===== config.mk =====
export PLATFORM = sky130hd
export DESIGN_NAME = pipe_stage_reg
export DESIGN_NICKNAME = d
export VERILOG_FILES = /design/src/rtl/pipe_stage_reg_pkg.sv /design/src/rtl/pipe_stage_reg.sv
export SDC_FILE = /design/constraint.sdc
export NUM_CORES = 1
export LEC_CHECK = 0
export CAP_MARGIN = 20
export CORE_AREA = 2 2 135 137
export DETAILED_ROUTE_END_ITERATION = 6
export DIE_AREA = 0 0 137 139
export PLACE_DENSITY_LB_ADDON = 0.05
export SLEW_MARGIN = 20
export SYNTH_ARGS = -nofsm -noshare
export SYNTH_HDL_FRONTEND = slang
export SYNTH_SLANG_ARGS = --single-unit

===== constraint.sdc =====
create_clock -name clk -period 15 [get_ports clk]
set_input_delay 3 -clock clk [delete_from_list [all_inputs] [get_ports clk]]
set_output_delay 3 -clock clk [all_outputs]
set_load 0.01 [all_outputs]

===== src/rtl/pipe_stage_reg_pkg.sv =====
// Shared definitions for the inter-stage pipeline register: state encodings, default widths
// and the control-field layout that stage wrappers use to pack/unpack the control bus.
package pipe_stage_reg_pkg;

    typedef enum logic [1:0] {
        PSR_EMPTY = 2'd0,
        PSR_ONE   = 2'd1,
        PSR_TWO   = 2'd2
    } psr_state_e;

    localparam int PSR_DATA_W = 64;
    localparam int PSR_CTRL_W = 16;
    localparam int PSR_CNT_W  = 16;

    // Control bus layout, LSB first; every field is active-high so a zeroed bus is a bubble.
    localparam int CTRL_WRITE_EN_BIT  = 0;
    localparam int CTRL_MEM_TO_REG_BIT = 1;
    localparam int CTRL_MEM_READ_BIT  = 2;
    localparam int CTRL_MEM_WRITE_BIT = 3;
    localparam int CTRL_BRANCH_BIT    = 4;
    localparam int CTRL_JAL_BIT       = 5;
    localparam int CTRL_ALUSRC_BIT    = 6;
    localparam int CTRL_WADDR_LSB     = 7;
    localparam int CTRL_WADDR_W       = 5;
    localparam int CTRL_OPCODE_LSB    = 12;
    localparam int CTRL_OPCODE_W      = 4;

    typedef struct packed {
        logic [CTRL_OPCODE_W-1:0] opcode;
        logic [CTRL_WADDR_W-1:0]  waddr;
        logic                     alusrc;
        logic                     jal;
        logic                     branch;
        logic                     mem_write;
        logic                     mem_read;
        logic                     mem_to_reg;
        logic                     write_en;
    } psr_ctrl_t;

    function automatic logic [1:0] psr_occupancy(input psr_state_e s);
        return 2'(s);
    endfunction

endpackage


===== src/rtl/pipe_stage_reg.sv =====
// Inter-stage pipeline register with valid/ready handshake, optional 2-entry skid buffer,
// flush and bubble insertion; control is masked to zero whenever the stage is empty.
module pipe_stage_reg
    import pipe_stage_reg_pkg::*;
#(
    parameter int DATA_W  = PSR_DATA_W,
    parameter int CTRL_W  = PSR_CTRL_W,
    parameter int SKID_EN = 1,
    parameter int CNT_W   = PSR_CNT_W
) (
    input  logic              clk,
    input  logic              rst,
    input  logic              flush,
    input  logic              in_valid,
    output logic              in_ready,
    input  logic [DATA_W-1:0] in_data,
    input  logic [CTRL_W-1:0] in_ctrl,
    output logic              out_valid,
    input  logic              out_ready,
    output logic [DATA_W-1:0] out_data,
    output logic [CTRL_W-1:0] out_ctrl,
    output logic [1:0]        occupancy,
    output logic [CNT_W-1:0]  stall_cnt
);

    localparam logic [CNT_W-1:0] CNT_ONE = {{(CNT_W-1){1'b0}}, 1'b1};

    psr_state_e        r_state;
    psr_state_e        w_next_state;
    logic [DATA_W-1:0] r_main_data;
    logic [CTRL_W-1:0] r_main_ctrl;
    logic [DATA_W-1:0] w_skid_data;
    logic [CTRL_W-1:0] w_skid_ctrl;
    logic [1:0]        r_occ;
    logic [CNT_W-1:0]  r_stall_cnt;

    logic w_out_valid;
    logic w_in_ready;
    logic w_acc;
    logic w_rel;
    logic w_ld_main_in;
    logic w_ld_main_skid;
    logic w_ld_skid;

    assign w_out_valid = (r_state != PSR_EMPTY);
    assign w_acc       = in_valid & w_in_ready;
    assign w_rel       = w_out_valid & out_ready;

    // Flush drops both entries and the same-cycle input; a release in that cycle needs no action.
    always_comb begin
        w_next_state   = r_state;
        w_ld_main_in   = 1'b0;
        w_ld_main_skid = 1'b0;
        w_ld_skid      = 1'b0;
        if (flush) begin
            w_next_state = PSR_EMPTY;
        end else begin
            case (r_state)
                PSR_EMPTY: begin
                    if (w_acc) begin
                        w_next_state = PSR_ONE;
                        w_ld_main_in = 1'b1;
                    end
                end
                PSR_ONE: begin
                    if (w_acc && w_rel) begin
                        w_ld_main_in = 1'b1;
                    end else if (w_acc && (SKID_EN != 0)) begin
                        w_next_state = PSR_TWO;
                        w_ld_skid    = 1'b1;
                    end else if (w_rel) begin
                        w_next_state = PSR_EMPTY;
                    end
                end
                PSR_TWO: begin
                    if (w_rel) begin
                        w_next_state   = PSR_ONE;
                        w_ld_main_skid = 1'b1;
                    end
                end
                default: w_next_state = PSR_EMPTY;
            endcase
        end
    end

    always_ff @(posedge clk) begin
        if (rst) begin
            r_state     <= PSR_EMPTY;
            r_occ       <= 2'd0;
            r_main_data <= '0;
            r_main_ctrl <= '0;
            r_stall_cnt <= '0;
        end else begin
            r_state <= w_next_state;
            r_occ   <= psr_occupancy(w_next_state);
            if (w_ld_main_in) begin
                r_main_data <= in_data;
                r_main_ctrl <= in_ctrl;
            end else if (w_ld_main_skid) begin
                r_main_data <= w_skid_data;
                r_main_ctrl <= w_skid_ctrl;
            end
            if (w_out_valid && !out_ready && (r_stall_cnt != '1)) begin
                r_stall_cnt <= r_stall_cnt + CNT_ONE;
            end
        end
    end

    generate
        if (SKID_EN != 0) begin : g_skid
            logic              r_in_ready;
            logic [DATA_W-1:0] r_skid_data;
            logic [CTRL_W-1:0] r_skid_ctrl;

            // Registered ready breaks the combinational path from out_ready back upstream.
            always_ff @(posedge clk) begin
                if (rst) begin
                    r_in_ready <= 1'b1;
                end else begin
                    r_in_ready <= (w_next_state != PSR_TWO);
                end
            end

            always_ff @(posedge clk) begin
                if (w_ld_skid) begin
                    r_skid_data <= in_data;
                    r_skid_ctrl <= in_ctrl;
                end
            end

            assign w_in_ready  = r_in_ready;
            assign w_skid_data = r_skid_data;
            assign w_skid_ctrl = r_skid_ctrl;
        end else begin : g_noskid
            assign w_in_ready  = ~w_out_valid | out_ready;
            assign w_skid_data = '0;
            assign w_skid_ctrl = '0;
        end
    endgenerate

    assign in_ready  = w_in_ready;
    assign out_valid = w_out_valid;
    assign out_data  = r_main_data;
    assign out_ctrl  = r_main_ctrl & {CTRL_W{w_out_valid}};
    assign occupancy = r_occ;
    assign stall_cnt = r_stall_cnt;

endmodule

# Yosys cells after proc, flatten, opt, wreduce, memory -nomap -nowiden
# Cells that the tools add are included.
[word_totals]
register_bits = 179
input_bits = 85
output_inout_bits = 100
elab_cells = 43
[op_classes]
n_addsub = 1
n_eq_ne = 4
mux = 21
bitwise = 3
reduce_logical = 7
[ops]
columns = ["operator", "count"]
rows = [
  ["64-bit 2-to-1 mux", 2],
  ["16-bit 2-to-1 mux", 2],
  ["16-bit by 1-bit adder with 16-bit output (second input constant)", 1],
  ["16-bit AND", 1],
  ["16-bit != test (second input constant)", 1],
  ["2-bit 2-to-1 mux", 6],
  ["1-bit 2-to-1 mux", 9],
  ["2-bit one-hot mux with 3 select lines", 1],
  ["2-bit nonzero test", 2],
  ["1-bit logical AND", 3],
  ["1-bit AND", 2],
  ["2-bit by 1-bit == test with 1-bit output (second input constant)", 1],
  ["2-bit == test (second input constant)", 1],
  ["2-bit logical NOT", 1],
  ["2-bit != test (second input constant)", 1],
  ["1-bit one-hot mux with 2 select lines", 1],
  ["1-bit logical NOT", 1],
]

# Longest topological paths before layout
[logic_depth]
ltp_word = 8
ltp_mapped = 6
depth_no_buf = 5

# Worst setup path after synthesis
# No wires, ideal clock.
[synth_path]
path_kind = "input to register"
start = "input out_ready"
end = "register g_skid.r_skid_ctrl[0], enable pin"
setup_ps = 716
t_arrival_ps = 10797
required_time_ps = 14284
path_slack_ps = 3488
cell_stages = 2
n_path_buf = 0
path_cell_list = "nand2b_1 > nor4_1"
[synth_via]
elab_chain_len = 5
[synth_rtl]
columns = ["element", "line", "text"]
rows = [
  ["start: declaration", "pipe_stage_reg.sv:19", "input logic out_ready,"],
  ["1-bit AND", "pipe_stage_reg.sv:47", "assign w_rel = w_out_valid & out_ready;"],
  ["1-bit logical AND", "pipe_stage_reg.sv:66", "if (w_acc && w_rel) begin"],
  ["1-bit 2-to-1 mux", "pipe_stage_reg.sv:66", ""],
  ["1-bit 2-to-1 mux", "pipe_stage_reg.sv:58", "case (r_state)"],
  ["1-bit 2-to-1 mux", "pipe_stage_reg.sv:55", "if (flush) begin"],
  ["via w_ld_skid", "pipe_stage_reg.sv:43", "logic w_ld_skid;"],
  ["end signal: assignment", "pipe_stage_reg.sv:127", "r_skid_ctrl <= in_ctrl;"],
  ["end: declaration", "pipe_stage_reg.sv:113", "logic [CTRL_W-1:0] r_skid_ctrl;"],
]
# The timed path passes the listed nets, and every way through them passes these cells.
# A chain may end at the register's enable or synchronous reset.

==> metrics.yaml <==
die_area_mm2: 0.0190
floorplan.initialDensity_pct: 39.3
via_count: 5669
grt_setup_unrepaired: "false"
initial_antenna_violation_count: 0
fin_worst_hold_slack_ps: 476
timing.final.crit_share_pct: 34.4
synthesis.area_mm2: 0.00693
worst_pin_slew_ps: 1070
cp_data_arrival_time_ps: 2170
nets_in_the_synthesized_netlist: 746
finish.cell_count_without_fillers: 1062
cts.sink_count: 179
ys_seq_elements: 179
routedWlPerCell_um: 18.0
finalWeightedCongestion: 0.768
cts.reportedPaths.clkPinSlew_ps: 60
cp_data_required_time_ps: 12000
post_synth_top_area_cell: "sky130_fd_sc_hd__edfxtp_1"
post_synth_inst_count: 660
post-synth-top-count-cell: "sky130_fd_sc_hd__dfxtp_1"
largest_net_degree_at_the_start_of_global_routing: 106
drc: 0
port_buffers: 184
synthToLayoutAreaGrowth_pct: 38.1
synth-async-reset-ratio_pct: 0
cap_violations: 0
synthesized_area_per_cell_um2: 10.5
seq_area_frac_synth_pct: 63.2
power-per-cell-area_mw_per_mm2: 116
antenna_violating_nets_post_route: 0
setup_total_negative_slack_ps: 0
synth_top_flop_cell: "sky130_fd_sc_hd__dfxtp_1"
nets: 907
die_width_um: 137
synth_warn: 0
setup.worst_path.start_class: "register"
place_hpwl_mm: 11.0
postCtsSetupRepairBufs: 0
wirelength_mm: 19.1
cts_buffers: 17
cts_resized: 0
critical_path.max_fanout: 17
cts_root_buf: "sky130_fd_sc_hd__clkbuf_16"
rows: 49
first_global_vias: 5576
slew_headroom_pct: 28.5
routed_via_count_divided_by_cell_count: 5.34
post-synth-top-area-fraction_pct: 34.6
pin_count: 185
final-max-slew-violation-count: 0
drt_iter0_markers: 403
path_class: "reg2out"
cts_max_level: 4
synth.top_cells.by_count: "99 x sky130_fd_sc_hd__dfxtp_1, 90 x sky130_fd_sc_hd__nor2_1, 88 x sky130_fd_sc_hd__a21oi_1"
period_needed_ps: 5170
hold_fails_final_rpt: 0
grt.overflow.total: 0
post_synth_num_cell_types: 41
setup.worst_path.end_class: "primary output"
clk_path_buf_depth: 2
synth_edf_count: 80
timing.final.setup_violations: 0
cts_tree: "yes"
total_power_uw: 1120
cells_taking_the_most_area_after_synthesis: "sky130_fd_sc_hd__edfxtp_1 35%, sky130_fd_sc_hd__dfxtp_1 29%, sky130_fd_sc_hd__a211oi_1 8.2%"
post_route_cells_drive_above_1_share_pct: 6.24
post_cts_hold_buffer_count: 0
final.setup_skew_ps: 6.08
run_status: "completed"
placeableCoreArea_mm2: 0.0177
vdd_drop_max_mv: 0.0778
global_routing_usage_summed_across_all_routing_layers_pct: 19.8
min-delay-path-class: "reg2reg"
dpl.cell_count: 1030
clkLatencyLatePin_ps: 420
dieHeight_um: 139
number_of_diodes_added_for_antenna_fixing: 0
maximum_clock_frequency_mhz: 194
grt_pass1_wl_mm: 29.6
dr.pass1.iters: 4
total_leakage_power_uw: 0.00315
[through the flow]
step                      worst slack [ps]  util (%)  instance area, µm²
final                                 9830      54.3                9580
after global routing                  9720      54.3                9580
after CTS                             9790      54.1                9550
after detailed placement              9520      50.5                8920
after global placement                9580      50.5                8920
after floorplan                       3490         -                6930
[cell usage in the layout, fill, tap and decap left out, types with 2 or more instances in the layout]
master,synthesis,final
sky130_fd_sc_hd__a211oi_1,76,76
sky130_fd_sc_hd__a21oi_1,88,88
sky130_fd_sc_hd__a22oi_1,4,4
sky130_fd_sc_hd__buf_4,3,4
sky130_fd_sc_hd__buf_6,0,2
sky130_fd_sc_hd__bufinv_16,0,4
sky130_fd_sc_hd__clkbuf_1,36,3
sky130_fd_sc_hd__clkbuf_16,0,17
sky130_fd_sc_hd__clkbuf_8,0,3
sky130_fd_sc_hd__clkdlybuf4s50_1,0,183
sky130_fd_sc_hd__clkinvlp_4,0,2
sky130_fd_sc_hd__dfxtp_1,99,99
sky130_fd_sc_hd__edfxtp_1,80,80
sky130_fd_sc_hd__mux2_2,6,6
sky130_fd_sc_hd__nand2_1,81,81
sky130_fd_sc_hd__nand3_1,13,12
sky130_fd_sc_hd__nand4_1,7,7
sky130_fd_sc_hd__nor2_1,90,90
sky130_fd_sc_hd__nor2b_1,23,23
sky130_fd_sc_hd__nor3_1,3,3
sky130_fd_sc_hd__nor4_1,6,4
sky130_fd_sc_hd__nor4_2,1,3
sky130_fd_sc_hd__o21ai_0,6,6
sky130_fd_sc_hd__o21ba_2,2,2
sky130_fd_sc_hd__or3_1,4,4
sky130_fd_sc_hd__or4_1,2,2
[kinds of logic (layout without fill, tap and decap cells)]
logic type	after synthesis	count (layout)	share of synthesized area [%]
simple gates	240	240	15.8
compound gates	184	184	16.8
flops	179	179	63.2
buf+inv	49	222	2.98
mux	6	6	0.974
fa+ha+maj	1	1	0.180
xor+xnor	1	1	0.126
[final cells by class]
class / count / area (µm²)
sequential: 179 / 4380
timing repair buffer: 190 / 1900
multi-input combinational: 432 / 2370
clock inverter: 8 / 149
tap: 229 / 287
inverter: 1 / 3.75
fill: 1519 / 8080
clock buffer: 23 / 478
[sequential cells by signal, indices dropped and copies added (netlist names)]
register            cells
g_skid.r_skid_ctrl     16
in_ready                1
occupancy               2
stall_cnt              16
r_main_ctrl            16
out_data               64
g_skid.r_skid_data     64
[critical path, cell delays in order, from the launching register on]
cell and delay, ps:
sky130_fd_sc_hd__dfxtp_1 630, sky130_fd_sc_hd__nor2_1 110, sky130_fd_sc_hd__buf_4 230, sky130_fd_sc_hd__nor2b_1 200
sky130_fd_sc_hd__clkdlybuf4s50_1 570
[power breakdown]
| part | total [µW] | internal, µW | leakage [µW] | switching [µW] |
|---|---|---|---|---|
| combinational | 105 | 57.5 | 0.00132 | 47.8 |
| clock | 475 | 292 | 0.000300 | 183 |
| sequential | 535 | 526 | 0.00153 | 9.17 |
[layer usage]
layer	wire length (µm)	part of all wire (%)	global-route usage (%)	up-vias
met5	0	0	0	-
met3	1220	6.4	4.82	18
li1	-	-	-	2712
met2	9190	48	31.9	178
met4	258	1.4	6.46	0
met1	8430	44	26.3	2761
[worst paths after layout]
path                             start                   endpoint  slack (ps)  depth (start not counted)
max            occupancy[1]$_SDFF_PP0_                out_ctrl[2]        9830                          4
min          out_data[21]$_SDFFE_PP0P_  out_data[21]$_SDFFE_PP0P_         480                          2
max reg2reg  stall_cnt[0]$_SDFFE_PP0P_  stall_cnt[9]$_SDFFE_PP0P_       12700                          5
min reg2reg  out_data[21]$_SDFFE_PP0P_  out_data[21]$_SDFFE_PP0P_         480                          2
(Power assumes the default switching activity.)
